===== config.mk =====
export PLATFORM = sky130hd
export DESIGN_NAME = calc_key_sequencer
export DESIGN_NICKNAME = d
export VERILOG_FILES = /design/src/rtl/calc_key_sequencer.sv
export SDC_FILE = /design/constraint.sdc
export NUM_CORES = 1
export LEC_CHECK = 0
export CORE_ASPECT_RATIO = 0.7
export CORE_MARGIN = 4
export CORE_UTILIZATION = 45
export CTS_BUF_LIST = sky130_fd_sc_hd__clkbuf_8
export CTS_CLUSTER_DIAMETER = 30
export CTS_CLUSTER_SIZE = 14
export DETAILED_ROUTE_END_ITERATION = 10
export PLACE_DENSITY = 0.73
export SLEW_MARGIN = 20
export SYNTH_ARGS = -nofsm -noshare
export SYNTH_HDL_FRONTEND = slang
export SYNTH_SLANG_ARGS = --single-unit
export TNS_END_PERCENT = 50

===== constraint.sdc =====
create_clock -name CLOCK_50 -period 4.3 [get_ports CLOCK_50]
set_input_delay 0.86 -clock CLOCK_50 [delete_from_list [all_inputs] [get_ports CLOCK_50]]
set_output_delay 0.86 -clock CLOCK_50 [all_outputs]
set_load 0.02 [all_outputs]

===== src/rtl/calc_key_sequencer.sv =====
// Key sequencer for the two-operand signed add/subtract calculator: synchronises the
// active-low key strobe, runs the power/entry/result FSM and produces a registered signed result.
module calc_key_sequencer #(
  parameter int unsigned DIGIT_MAX = 9,
  parameter int unsigned MAG_W     = 8
) (
  input  logic             CLOCK_50,
  input  logic             reset,
  input  logic             validate,
  input  logic [7:0]       data,
  output logic             is_on,
  output logic [1:0]       edit_sel,
  output logic [MAG_W-1:0] out_A,
  output logic [MAG_W-1:0] out_B,
  output logic             sign_a,
  output logic             sign_b,
  output logic [MAG_W-1:0] value,
  output logic             signalR,
  output logic             result_valid,
  output logic             err
);

  localparam logic [2:0] ST_OFF    = 3'd0;
  localparam logic [2:0] ST_EDIT_A = 3'd1;
  localparam logic [2:0] ST_EDIT_B = 3'd2;
  localparam logic [2:0] ST_CALC   = 3'd3;
  localparam logic [2:0] ST_RESULT = 3'd4;

  localparam logic [7:0] KEY_ON_OFF    = 8'd18;
  localparam logic [7:0] KEY_DEF_A     = 8'd15;
  localparam logic [7:0] KEY_DEF_B     = 8'd19;
  localparam logic [7:0] KEY_CLEAR_ALL = 8'd16;
  localparam logic [7:0] KEY_CHG_SIGN  = 8'd12;
  localparam logic [7:0] KEY_SUM       = 8'd26;
  localparam logic [7:0] KEY_MINUS     = 8'd30;
  localparam logic [7:0] DIGIT_TOP     = 8'(DIGIT_MAX);

  logic                    s1, s2, s3;
  logic                    warm, armed;
  logic                    key_evt;
  logic                    op_sub;
  logic [2:0]              state;
  logic signed [MAG_W:0]   sa, sb, r;
  logic [MAG_W-1:0]        r_mag;

  function automatic logic [MAG_W-1:0] shift_in(input logic [MAG_W-1:0] mag,
                                                input logic [7:0]       d);
    logic [MAG_W-1:0] keep;
    keep = mag % MAG_W'(10);
    return keep * MAG_W'(10) + MAG_W'(d);
  endfunction

  // The flops all reset to 1, which alone would fake a falling edge if validate is held
  // low through reset; events are only accepted once a real post-reset high has been seen.
  always_comb key_evt = armed & s3 & ~s2;

  always_comb begin
    sa = $signed({1'b0, out_A});
    sb = $signed({1'b0, out_B});
    if (sign_a) sa = -sa;
    if (sign_b) sb = -sb;
    r     = op_sub ? (sa - sb) : (sa + sb);
    r_mag = MAG_W'(r[MAG_W] ? -r : r);
  end

  always_comb begin
    is_on    = (state != ST_OFF);
    edit_sel = 2'd0;
    if (state == ST_EDIT_A) edit_sel = 2'd1;
    if (state == ST_EDIT_B) edit_sel = 2'd2;
  end

  always_ff @(posedge CLOCK_50) begin
    if (reset) begin
      s1           <= 1'b1;
      s2           <= 1'b1;
      s3           <= 1'b1;
      warm         <= 1'b0;
      armed        <= 1'b0;
      state        <= ST_OFF;
      out_A        <= '0;
      out_B        <= '0;
      sign_a       <= 1'b0;
      sign_b       <= 1'b0;
      value        <= '0;
      signalR      <= 1'b0;
      result_valid <= 1'b0;
      op_sub       <= 1'b0;
      err          <= 1'b0;
    end else begin
      s1    <= validate;
      s2    <= s1;
      s3    <= s2;
      warm  <= 1'b1;
      armed <= armed | (warm & s1);
      err   <= 1'b0;
      case (state)
        ST_OFF: begin
          if (key_evt && data == KEY_ON_OFF) state <= ST_EDIT_A;
        end
        ST_CALC: begin
          value        <= r_mag;
          signalR      <= r[MAG_W];
          result_valid <= 1'b1;
          state        <= ST_RESULT;
        end
        ST_EDIT_A, ST_EDIT_B, ST_RESULT: begin
          if (key_evt) begin
            if (data <= DIGIT_TOP) begin
              if (state == ST_EDIT_A) out_A <= shift_in(out_A, data);
              if (state == ST_EDIT_B) out_B <= shift_in(out_B, data);
            end else begin
              case (data)
                KEY_ON_OFF: begin
                  state        <= ST_OFF;
                  out_A        <= '0;
                  out_B        <= '0;
                  sign_a       <= 1'b0;
                  sign_b       <= 1'b0;
                  value        <= '0;
                  signalR      <= 1'b0;
                  result_valid <= 1'b0;
                  op_sub       <= 1'b0;
                end
                KEY_DEF_A: begin
                  out_A        <= '0;
                  sign_a       <= 1'b0;
                  result_valid <= 1'b0;
                  state        <= ST_EDIT_A;
                end
                KEY_DEF_B: begin
                  out_B        <= '0;
                  sign_b       <= 1'b0;
                  result_valid <= 1'b0;
                  state        <= ST_EDIT_B;
                end
                KEY_CLEAR_ALL: begin
                  out_A        <= '0;
                  out_B        <= '0;
                  sign_a       <= 1'b0;
                  sign_b       <= 1'b0;
                  value        <= '0;
                  signalR      <= 1'b0;
                  result_valid <= 1'b0;
                  state        <= ST_EDIT_A;
                end
                KEY_CHG_SIGN: begin
                  if (state == ST_EDIT_A) sign_a <= ~sign_a;
                  if (state == ST_EDIT_B) sign_b <= ~sign_b;
                end
                KEY_SUM, KEY_MINUS: begin
                  op_sub       <= (data == KEY_MINUS);
                  result_valid <= 1'b0;
                  state        <= ST_CALC;
                end
                default: err <= 1'b1;
              endcase
            end
          end
        end
        default: state <= ST_OFF;
      endcase
    end
  end

endmodule

==> out/metrics.cfg <==
[synth]
synth-async-reset-ratio_pct=0
synth_seq_cells=38
avgSynthCellArea_um2=7.35
synth_warnings=0
synth-main-ff-cell=dfxtp_1
syn-instance-count=573
synth_edf_count=0
synth.top_cell.area_share_pct=18.1
synth_commonest_cells=nor2_1, a21oi_1, xnor2_1, ha_1, nand2_1
synth_area_leader_cell=dfxtp_1
syn_area_um2=4210
yosys-top-cells-area=dfxtp_1, ha_1, xnor2_1
synth.distinct_cells=59
synth_most_common_cell=nor2_1
ys_seq_area_share_pct=18.1
synth_fp_nets=629

[timing]
fin_ws_ps=200
worst_pin_slew_ps=841
fin_crit_sh_pct=95.3
period_minus_slack_ps=4100
final.setup.tns_ps=0
finalSetupViolations=0
hold_ws_ps=447
fin_skew_ps=9.90
report.final.hold_viol_count=0
final_max_slew_viol_count=0
max_slew_margin_pct=43.5
max_freq_mhz=244
rsz0062_at_grt=no

[placed_design]
portBuffers=42
hpwlAfterDp_um=8770
pre_cts_slack_ps=112
gp_congestion=0.928

[layout]
antennaDiodeCount=0
layout.area.seq_um2=766
area_delta_synth_final_pct=17.8
fillers=834
num-nets-final=665
multi_input_area_um2=3250
final_layout_size_suffix_gt1_share_pct=8.37

[setup_path]
worstPathMaxFanout=13
reg2reg_slack_ps=200
ff2ff_path_depth=19
critical_path_class=reg2reg
critPathRequiredTime_ps=4480
worstSetupStartpointType=register
critPathArrivalTime_ps=4280
cp-end-kind=register

[floorplan]
fp.dieW_um=124
start_util_pct=46.3
die_h_um=89.0
io_pins=43
core_um2=9110
die_area_um2=11000
rows=29

[route]
drtPass1Iterations=6
wire_per_inst_um=15.4
detail-route-antenna-nets=0
drt-initial-drc-count=316
remaining_drc_errors=0
routed_wl_um=11300
dr_total_vias=4206
vias_per_cell=5.74

[worst_hold_path]
whs_path_depth=1
hp-class=reg2reg

[clocking]
clock_latency_ps=300
hold_buffers=0
cts_sinks=38
numCtsBuffers=5
cts_buffer_depth=2
tritoncts=done
clockRootBuffer=clkbuf_8
clkTransAtPathRegs_ps=80
htreeDepth=2

[pwr]
ir_drop_uv=128
leakage_nw=2.14
power_density_nw_per_um2=146

[global_route]
grt_use_total_pct=20.5
gr-usage-met1_pct=30.3
grt_pass1_wl_um=18400
grt_busiest_layer=met2
grt_max_degree=24
met3_usage_pct=3.23
grt_overflow=0
use_met2_pct=32.0
antenna_found_initial=0
first_global_vias=3810

[flow_run]
drv_cap=0

[status]
status=complete, no violations

## state kept, by name, summed over array words and instances, names as in the netlist
signal and cells:
signalR 1, value 8, armed 1, sign_b 1
err 1, state 3, op_sub 1, result_valid 1
warm 1, out_A 8, s1 1, sign_a 1
s3 1, s2 1, out_B 8
## layer usage
layer  up-vias  part of all wire (%)  wire length [um]
met4         0                  0.57                65
met3        10                   5.5               623
met5         -                     0                 0
met1      1967                    50              5640
met2       119                    44              4990
li1       2110                     -                 -
## cells in the final DEF (no fill, tap or decap), types with 3 or more instances in the layout
| cell type | instances |
|---|---|
| nor2_1 | 68 |
| o21a_1 | 4 |
| a21oi_1 | 49 |
| ha_1 | 40 |
| nor3b_1 | 7 |
| o21ai_0 | 36 |
| nand2_1 | 39 |
| clkbuf_8 | 6 |
| nor2b_1 | 11 |
| a31oi_1 | 4 |
| clkdlybuf4s50_1 | 42 |
| xor2_1 | 11 |
| nand3_1 | 12 |
| dfxtp_1 | 34 |
| and3_1 | 7 |
| a32o_1 | 3 |
| nor3_1 | 20 |
| or3_1 | 5 |
| nor4b_1 | 3 |
| dfxtp_2 | 4 |
| o21bai_1 | 3 |
| a22oi_1 | 18 |
| nand3b_1 | 5 |
| or2_2 | 4 |
| fa_1 | 5 |
| inv_1 | 24 |
| or4_1 | 3 |
| a21o_1 | 9 |
| nand2b_1 | 6 |
| buf_4 | 22 |
| xnor2_1 | 42 |
| o21ai_1 | 3 |
| and2_1 | 6 |
| o22ai_1 | 3 |
| a221oi_1 | 3 |
| o31ai_1 | 5 |
| mux2i_1 | 4 |
## stage by stage
| stage | total power [W] | util [%] | instance area [um2] | std cells |
|---|---|---|---|---|
| floorplan | 0.000394 | - | 4210 | 573 |
| global placement | 0.000415 | 52.8 | 4810 | 726 |
| detailed placement | 0.000416 | 52.8 | 4810 | 726 |
| CTS | 0.000727 | 54.1 | 4920 | 733 |
| global route | 0.000753 | 54.5 | 4960 | 733 |
| finish | 0.000726 | 54.5 | 4960 | 733 |
## kinds of logic after synthesis
logic type / count (synthesis) / synth area share (%)
buffers and inverters: 59 / 5.49
flip-flops: 38 / 18.1
multiplexers: 4 / 0.950
XOR/XNOR: 55 / 11.4
AO/OA/AOI/OAI: 165 / 25.4
AND/OR/NAND/NOR: 207 / 24.4
adder cells (fa/ha/maj): 45 / 14.3
## worst paths after layout
path / start / to
worst min-delay path: s2 / s3
worst max-delay path: out_A[6] / out_A[7]
worst min register to register: s2 / s3
worst max register to register: out_A[6] / out_A[7]
## report_power, final
part	switching [W]	internal, W	leakage [nW]
Sequential	0.000000940	0.000354	0.309
Combinational	0.0000318	0.0000215	1.78
Clock	0.000132	0.000186	0.0573
Total	0.000165	0.000561	2.14
## cell type report
class | count | share of cell area, %
clock buffer | 6 | 1.66
clock inverter | 1 | 0.605
inverter | 24 | 1.82
timing repair buffer | 64 | 11.8
multi-input combinational | 476 | 65.6
sequential | 38 | 15.4
tap | 124 | 3.13
## worst max-delay path, stage by stage, from the launching register on
cell and delay [ps]:
dfxtp_1 330, buf_4 190, nor2b_1 260, nor2b_1 80
a311oi_1 280, a21oi_1 70, o21ai_0 260, o21a_1 190
nand2_1 130, xnor2_2 170, ha_1 290, ha_1 230
fa_1 470, ha_1 330, inv_1 70, o21bai_1 160
a21oi_1 100, xnor2_1 150, a22oi_1 180, nor2_1 60
## timing repair
item | in CTS | in global routing
endpoints found under the setup margin | 0 | 12
gates resized for setup | 0 | 12
buffers inserted | 0 | 0
Note: power is estimated with default switching activity, not from simulation.
